`src/rtl/vin_pack.sv`:
```
// Packs nine 27-bit pixels into one 256-bit DDR3 write. Command and data
// strobes are retired independently before the next word is filled.
module vin_pack #(
  parameter int ADDR_WIDTH  = 29,
  parameter int FRAME_WORDS = 230400
) (
  input  logic                  clk_i,
  input  logic                  rst_i,
  input  logic                  vin_val_i,
  input  logic [26:0]           vin_data_i,
  output logic                  vin_rdy_o,
  output logic [ADDR_WIDTH-1:0] app_addr_o,
  output logic [2:0]            app_cmd_o,
  output logic                  app_en_o,
  input  logic                  app_rdy_i,
  output logic [255:0]          app_wdf_data_o,
  output logic                  app_wdf_wren_o,
  output logic                  app_wdf_end_o,
  input  logic                  app_wdf_rdy_i,
  output logic                  frame_done_o
);

  localparam int SLOTS = 9;
  localparam int WCW   = (FRAME_WORDS > 1) ? $clog2(FRAME_WORDS) : 1;

  typedef enum logic {FILL, ISSUE} state_t;

  state_t                  state_reg, state_next;
  logic [3:0]              fill_cnt_reg, fill_cnt_next;
  logic [WCW-1:0]          word_cnt_reg, word_cnt_next;
  logic [ADDR_WIDTH-1:0]   addr_reg, addr_next;
  logic                    en_reg, en_next;
  logic                    wren_reg, wren_next;
  logic                    frame_done_reg, frame_done_next;
  logic                    live_reg;
  logic [26:0]             slot_reg [SLOTS];

  logic accept;
  logic sof;
  logic cmd_done;
  logic data_done;
  logic last_word;

  assign accept    = vin_val_i && vin_rdy_o;
  assign sof       = vin_data_i[26];
  assign cmd_done  = !en_reg || app_rdy_i;
  assign data_done = !wren_reg || app_wdf_rdy_i;
  assign last_word = (word_cnt_reg == WCW'(FRAME_WORDS - 1));

  // live_reg keeps vin_rdy_o low during reset and rises on the first edge after it.
  always_ff @(posedge clk_i or posedge rst_i) begin
    if (rst_i) live_reg <= 1'b0;
    else       live_reg <= 1'b1;
  end

  always_ff @(posedge clk_i or posedge rst_i) begin
    if (rst_i) begin
      state_reg      <= FILL;
      fill_cnt_reg   <= '0;
      word_cnt_reg   <= '0;
      addr_reg       <= '0;
      en_reg         <= 1'b0;
      wren_reg       <= 1'b0;
      frame_done_reg <= 1'b0;
    end else begin
      state_reg      <= state_next;
      fill_cnt_reg   <= fill_cnt_next;
      word_cnt_reg   <= word_cnt_next;
      addr_reg       <= addr_next;
      en_reg         <= en_next;
      wren_reg       <= wren_next;
      frame_done_reg <= frame_done_next;
    end
  end

  always_comb begin
    state_next      = state_reg;
    fill_cnt_next   = fill_cnt_reg;
    word_cnt_next   = word_cnt_reg;
    addr_next       = addr_reg;
    en_next         = en_reg;
    wren_next       = wren_reg;
    frame_done_next = 1'b0;
    case (state_reg)
      FILL: begin
        if (accept) begin
          if (sof) begin
            // A start-of-frame pixel restarts both the word and the frame.
            fill_cnt_next = 4'd1;
            addr_next     = '0;
            word_cnt_next = '0;
          end else begin
            fill_cnt_next = fill_cnt_reg + 4'd1;
            if (fill_cnt_reg == 4'(SLOTS - 1)) begin
              state_next = ISSUE;
              en_next    = 1'b1;
              wren_next  = 1'b1;
            end
          end
        end
      end
      ISSUE: begin
        if (app_rdy_i)     en_next   = 1'b0;
        if (app_wdf_rdy_i) wren_next = 1'b0;
        if (cmd_done && data_done) begin
          state_next    = FILL;
          fill_cnt_next = '0;
          en_next       = 1'b0;
          wren_next     = 1'b0;
          if (last_word) begin
            addr_next       = '0;
            word_cnt_next   = '0;
            frame_done_next = 1'b1;
          end else begin
            addr_next     = addr_reg + ADDR_WIDTH'(8);
            word_cnt_next = word_cnt_reg + WCW'(1);
          end
        end
      end
      default: state_next = FILL;
    endcase
  end

  // Slots are only written in FILL, so the packed word is frozen during ISSUE.
  generate
    for (genvar gi = 0; gi < SLOTS; gi++) begin : g_slot
      logic slot_we;
      assign slot_we = accept && (sof ? (gi == 0) : (fill_cnt_reg == 4'(gi)));

      always_ff @(posedge clk_i or posedge rst_i) begin
        if (rst_i)        slot_reg[gi] <= '0;
        else if (slot_we) slot_reg[gi] <= vin_data_i;
      end

      assign app_wdf_data_o[27*gi +: 27] = slot_reg[gi];
    end
  endgenerate

  assign app_wdf_data_o[255:243] = '0;
  assign vin_rdy_o      = live_reg && (state_reg == FILL);
  assign app_addr_o     = addr_reg;
  assign app_cmd_o      = 3'b000;
  assign app_en_o       = en_reg;
  assign app_wdf_wren_o = wren_reg;
  assign app_wdf_end_o  = wren_reg;
  assign frame_done_o   = frame_done_reg;

endmodule

```
`config.mk`:
```
export PLATFORM = sky130hd
export DESIGN_NAME = vin_pack
export DESIGN_NICKNAME = d
export VERILOG_FILES = /design/src/rtl/vin_pack.sv
export SDC_FILE = /design/constraint.sdc
export NUM_CORES = 1
export LEC_CHECK = 0
export ABC_AREA = 1
export BUFFER_PORTS_ARGS = -buffer_cell sky130_fd_sc_hd__buf_2
export CAP_MARGIN = 20
export CORE_MARGIN = 1.5
export CORE_UTILIZATION = 40
export DETAILED_ROUTE_END_ITERATION = 16
export GPL_TIMING_DRIVEN = 0
export HOLD_SLACK_MARGIN = 0.03
export PLACE_DENSITY = 0.66
export SKIP_LAST_GASP = 1
export SLEW_MARGIN = 15
export SYNTH_ARGS = -nofsm -noshare
export SYNTH_HDL_FRONTEND = slang
export SYNTH_SLANG_ARGS = --single-unit
```
`constraint.sdc`:
```
create_clock -name clk_i -period 28.9 [get_ports clk_i]
set_clock_uncertainty 0.2 [all_clocks]
set_input_delay 2.89 -clock clk_i [delete_from_list [all_inputs] [get_ports clk_i]]
set_output_delay 2.89 -clock clk_i [all_outputs]
set_load 0.005 [all_outputs]
```
==> flow_summary.yaml, run 1 <==
synthesis:
  synth_cell_types: 33
  synth_edf_count: 0
  ys_warn_count: 0
  ys_seq_elements: 296
  yosys.area_share.simple_pct: 19.2
  ys_seq_area_share_pct: 62.1
  avgSynthCellArea_um2: 9.15
  synth_compound_area_share_pct: 11.9
  syn_area_mm2: 0.0119
  synth-xor-area-share_pct: 0.147
  syn_inst: 1305
  synth_fa_ha_area_share_pct: 0.629
  async_flop_share_pct: 100
  synth_mux_area_share_pct: 0
  synth_top_family_by_area: "simple AND/OR/NAND/NOR gates"
  synth_ff_type: "dfrtp_1"
worst_setup_path:
  cp-startpoint: "state_reg$_DFF_PP0_"
  crit_path_end: "vin_rdy_o"
  start_kind: "register"
  cp_slowest_cell: "dfrtp_1"
  timing.critical_path.buf_inv: 1
  r2r-end: "app_wdf_data_o[216]$_DFFE_PP0P_"
  reg2reg_from: "fill_cnt_reg[0]$_DFFE_PP0P_"
  crit_chain: "nor2_2 > buf_2"
  crit_required_ns: 25.81
  crit_path_max_incr_delay_ns: 0.43
  crit_type: "register to output pin"
  setup.worst_path.end_class: "output pin"
  r2r_slack_ns: 26.73
  critical_path.top_delay_family: "flip-flops"
  path_depth: 2
  crit_arrival_ns: 1.31
  cp_max_fo: 5
  reg2reg_depth: 5
cells_and_area:
  areaGrowthSynthToFinish_pct: 26.8
  layout.nets: 1701
  largest_reg_flops: 243
  nFillCells: 2840
  layout-drive-gt1-share_pct: 26.4
  diodes: 0
power:
  internal_power_uw: 884
  seqPwrFrac_pct: 46.3
  p_sw_uw: 375
  pwr-share-comb_pct: 21.5
  power.density_mw_per_mm2: 83.2
  leakage_nw: 8.04
  clock_power_share_pct: 32.3
  power.total_mw: 1.26
  swShare_pct: 29.8
  ir_drop_uv: 53.6
global_route:
  grt_overflow_total: 0
  antenna_found_initial: 0
  grt_pass1_wl_um: 58100
  track_usage_pct: 24.3
  grt_pass1_vias: 10000
  grt_max_degree: 111
routing:
  drc_errors: 0
  wl_per_cell_um: 18.2
  drtPass1Iterations: 5
  ant_nets: 0
  vias: 10400
  drt-total-wl_um: 37700
  routed_via_density: 5.02
  initialDrtViolationCount: 818
die:
  core_mm2: 0.0295
  die-area_mm2: 0.0309
  die-width_um: 176
  ios: 325
  rows: 63
  start_util_pct: 40.5
  die_y_um: 176
clock_network:
  post_cts_resized: 0
  clock_latency_ns: 0.56
  clockRootBuffer: "clkbuf_16"
  hold_buffers: 0
  clkTransAtPathRegs_ns: 0.06
  cts_tree: "yes"
  cts_setup_buffers: 0
  clockBufferDepth: 3
  cts.sinks: 296
  cts-buffers-inserted: 31
  htree_levels: 1
sta:
  setup_violations: 0
  finalSetupTns_ns: 0
  slew_viol_final: 0
  period_needed_ns: 4.40
  post-route-period-util_pct: 15.2
  max_slew_margin_pct: 44.1
  fmax_mhz: 227
  hold_violations: 0
  worstMarginPinSlew_ns: 0.839
  rsz0062_at_grt: "no"
placement:
  dpl.hpwl_um: 27200
  place_congestion: 0.858
  io_buffers: 305
job:
  drv_cap: 0
min_path:
  hp-class: "register to register"
run_status:
  outcome: "finished clean"
==> placed cells by master, fill, tap and decap left out, types with 2 or more instances in the layout <==
master,instances
clkinv_2,2
a21boi_0,6
conb_1,20
nor2_1,102
bufinv_16,2
and2_1,2
nand2_1,399
buf_4,20
a21oi_1,11
buf_16,2
nor3b_1,2
clkbuf_1,12
ha_1,6
dfrtp_1,296
inv_2,6
clkbuf_16,31
xor2_1,2
inv_6,2
nand3_1,37
nand4_1,7
o21ai_1,216
buf_6,2
nor3_1,6
clkbuf_8,10
buf_2,350
o21bai_1,8
inv_1,72
clkinvlp_4,3
nand3b_1,2
nor2_2,7
o21ai_0,33
==> kinds of logic after synthesis <==
family                     Yosys count
xor gates and xnor gates             2
and+or+nand+nor                    570
DFF                                296
AOI/OAI and AO/OA                  275
buffers and inverters              154
other                                2
adders and majority gates            6
==> worst min-delay path, delay by kind of cell (launching register included) <==
kind,cells,cell delay [ns]
AND/OR/NAND/NOR,1,0.05
flip-flops,1,0.34
AO/OA/AOI/OAI,1,0.06
==> metal layers <==
metal / share of wire (%) / up-vias / track usage (%)
met3: 7.7 / 59 / 5.00
met4: 2.2 / 0 / 5.77
met2: 48 / 405 / 41.4
li1: - / 4884 / -
met5: 0 / - / 0
met1: 42 / 5085 / 31.8
==> cell usage after synthesis, types with 7 or more instances <==
| cell type | instances | area (um2) |
|---|---|---|
| o21bai_1 | 8 | 60.1 |
| nor2_2 | 7 | 43.8 |
| nor2_1 | 102 | 383 |
| nand3_1 | 37 | 185 |
| nand2_1 | 399 | 1500 |
| nand4_1 | 7 | 43.8 |
| a21oi_1 | 11 | 55.1 |
| o21ai_1 | 216 | 1080 |
| o21ai_0 | 33 | 165 |
| dfrtp_1 | 296 | 7410 |
| inv_1 | 73 | 274 |
| buf_4 | 20 | 150 |
| buf_2 | 45 | 225 |
==> stage by stage <==
step	utilization [%]	setup slack [ns]	hold slack [ns]	cell area, um2	std cells
detailed placement	47.8	24.32	0.267	14100	2020
finish	51.3	24.50	0.281	15100	2077
floorplan	-	17.63	0.275	12000	1323
global route	51.3	24.42	0.302	15100	2077
CTS	51.3	24.47	0.282	15100	2077
global placement	47.6	14.34	0.263	14000	2018
==> power by group through the flow <==
stage               Clock [mW]  Combinational [mW]  Sequential (mW)
global route             0.430               0.305            0.594
detailed placement           0               0.273            0.587
global placement             0               0.266            0.584
CTS                      0.412               0.274            0.581
floorplan                    0               0.105            0.590
finish                   0.406               0.270            0.583
==> final cells by class <==
type | instances | area [um2] | area share [%]
buffer | 74 | 424 | 2.80
sequential | 296 | 7410 | 48.9
tap | 390 | 488 | 3.22
multi-input combinational | 873 | 3870 | 25.6
clock buffer | 47 | 936 | 6.18
inverter | 80 | 308 | 2.03
clock inverter | 10 | 119 | 0.785
timing repair buffer | 307 | 1580 | 10.4
==> worst min-delay path by stage <==
stage | depth (start not counted) | end | startpoint
after global routing | 2 | app_wdf_data_o[12]$_DFFE_PP0P_ | app_wdf_data_o[12]$_DFFE_PP0P_
after global placement | 2 | app_wdf_data_o[25]$_DFFE_PP0P_ | app_wdf_data_o[25]$_DFFE_PP0P_
after CTS | 2 | app_wdf_data_o[20]$_DFFE_PP0P_ | app_wdf_data_o[20]$_DFFE_PP0P_
after floorplan | 2 | word_cnt_reg[1]$_DFFE_PP0P_ | word_cnt_reg[1]$_DFFE_PP0P_
after detailed placement | 2 | app_wdf_data_o[20]$_DFFE_PP0P_ | app_wdf_data_o[20]$_DFFE_PP0P_
final | 2 | app_wdf_data_o[25]$_DFFE_PP0P_ | app_wdf_data_o[25]$_DFFE_PP0P_
Power figures use the tool's default switching activity.
==> run 2, diff against run 1 <==
clock period = 4.3 ns   (was 28.9 ns; I/O delays follow)
==> flow_summary.yaml, run 2 (synthesized netlist as in run 1, its figures left out) <==
clock_network:
  cts-buffers-inserted: 31
  post_cts_resized: 0
  clkTransAtPathRegs_ns: 0.06
  cts.sinks: 296
  cts_tree: "yes"
  clockRootBuffer: "clkbuf_16"
  clock_latency_ns: 0.56
  cts_setup_buffers: 0
  htree_levels: 1
  hold_buffers: 5
  clockBufferDepth: 3
sta:
  hold_slack_ns: 0.0681
  rsz0062_at_grt: "no"
  post-route-period-util_pct: 51.5
  period_needed_ns: 2.21
  max_slew_margin_pct: 47.7
  fmax_mhz: 452
  slew_viol_final: 0
  setup_violations: 0
  worstMarginPinSlew_ns: 0.785
  hold_violations: 0
power:
  leakage_nw: 8.13
  power.density_mw_per_mm2: 551
  pwr-share-comb_pct: 21.6
  seqPwrFrac_pct: 46.2
  internal_power_mw: 5.93
  p_sw_mw: 2.50
  swShare_pct: 29.7
  clock_power_share_pct: 32.1
  ir_drop_uv: 304
cells_and_area:
  largest_reg_flops: 243
  final_common_cell: "nand2_1"
  areaGrowthSynthToFinish_pct: 28.2
  final_cell_mix: "nand2_1, buf_2, dfrtp_1, o21ai_1, nor2_1"
  layout-drive-gt1-share_pct: 26.5
  instances_no_fill: 2089
  diodes: 0
  layout.nets: 1714
global_route:
  track_usage_pct: 24.5
  grt_overflow_total: 0
  antenna_found_initial: 0
  grt_max_degree: 38
  grt_pass1_wl_um: 58400
  grt_pass1_vias: 9967
routing:
  drtPass1Iterations: 5
  drt-total-wl_um: 38100
  vias: 10500
  ant_nets: 0
  routed_via_density: 5.01
  initialDrtViolationCount: 762
  drc_errors: 0
  wl_per_cell_um: 18.2
min_path:
  hp-start: "vin_data_i[20]"
  hp-class: "primary input to register"
placement:
  place_congestion: 0.852
  dp.cells: 2028
  dpl.hpwl_um: 27800
  io_buffers: 305
die:
  die-area_mm2: 0.0309
  start_util_pct: 40.5
  ios: 325
  core_mm2: 0.0295
  rows: 63
  die-width_um: 176
  die_y_um: 176
worst_setup_path:
  start_kind: "register"
  crit_arrival_ns: 2.46
  crit_type: "register to register"
  setup.worst_path.end_class: "register"
  cp-startpoint: "fill_cnt_reg[0]$_DFFE_PP0P_"
  crit_required_ns: 4.54
  reg2reg_from: "fill_cnt_reg[0]$_DFFE_PP0P_"
  cp_max_fo: 10
job:
  drv_cap: 0
run_status:
  outcome: "finished clean"
run 2: power by group through the flow:
stage	clock network (mW)	logic [mW]	registers [mW]
6_report	2.71	1.82	3.90
5_1_grt	2.88	2.05	3.98
4_1_cts	2.75	1.85	3.89
3_5_place_dp	0	1.84	3.93
3_3_place_gp	0	1.78	3.91
2_1_floorplan	0	0.707	3.97
run 2: through the flow:
step / worst slack [ns] / power [mW] / setup TNS [ns] / utilization (%) / cell area, um2
after detailed placement: 2.02 / 5.77 / 0 / 48.3 / 14200
after floorplan: -0.261 / 4.67 / -77.29 / - / 12000
after global placement: -2.01 / 5.68 / -587.94 / 47.6 / 14000
after global routing: 1.94 / 8.90 / 0 / 51.9 / 15300
after CTS: 2.03 / 8.49 / 0 / 51.9 / 15300
final: 2.09 / 8.44 / 0 / 51.9 / 15300
run 2: worst paths after layout:
check                                                   to  slack, ns  depth (start not counted)
hold / removal             app_wdf_data_o[101]$_DFFE_PP0P_       0.07                          3
setup / recovery            app_wdf_data_o[16]$_DFFE_PP0P_       2.09                          7
hold reg to reg             app_wdf_data_o[22]$_DFFE_PP0P_       0.28                          2
min in group asynchronous  app_wdf_data_o[239]$_DFFE_PP0P_       0.24                          3
setup reg to reg            app_wdf_data_o[16]$_DFFE_PP0P_       2.09                          7
max in group asynchronous  app_wdf_data_o[199]$_DFFE_PP0P_       2.47                          7
run 2: routing by layer:
layer	track usage, %	vias to the layer above	share of wire, %
li1	-	4917	-
met1	31.8	5108	42
met2	41.0	376	48
met3	5.09	73	7.3
met4	8.01	0	3.3
met5	0	-	0
run 2: layout make-up:
class,count,area [um2]
Tap cell,390,488
Inverter,80,304
Multi-Input combinational cell,873,3870
Buffer,74,424
Fill cell,2775,14200
Timing Repair Buffer,320,1780
Clock buffer,44,875
Sequential cell,296,7410
Clock inverter,12,153
run 2: critical path: stages (launching register included):
cell and delay, ns:
dfrtp_1 0.40, inv_1 0.11, ha_1 0.28, nand2_1 0.10, a21oi_1 0.07, inv_2 0.27
buf_1 0.54, o21ai_1 0.13
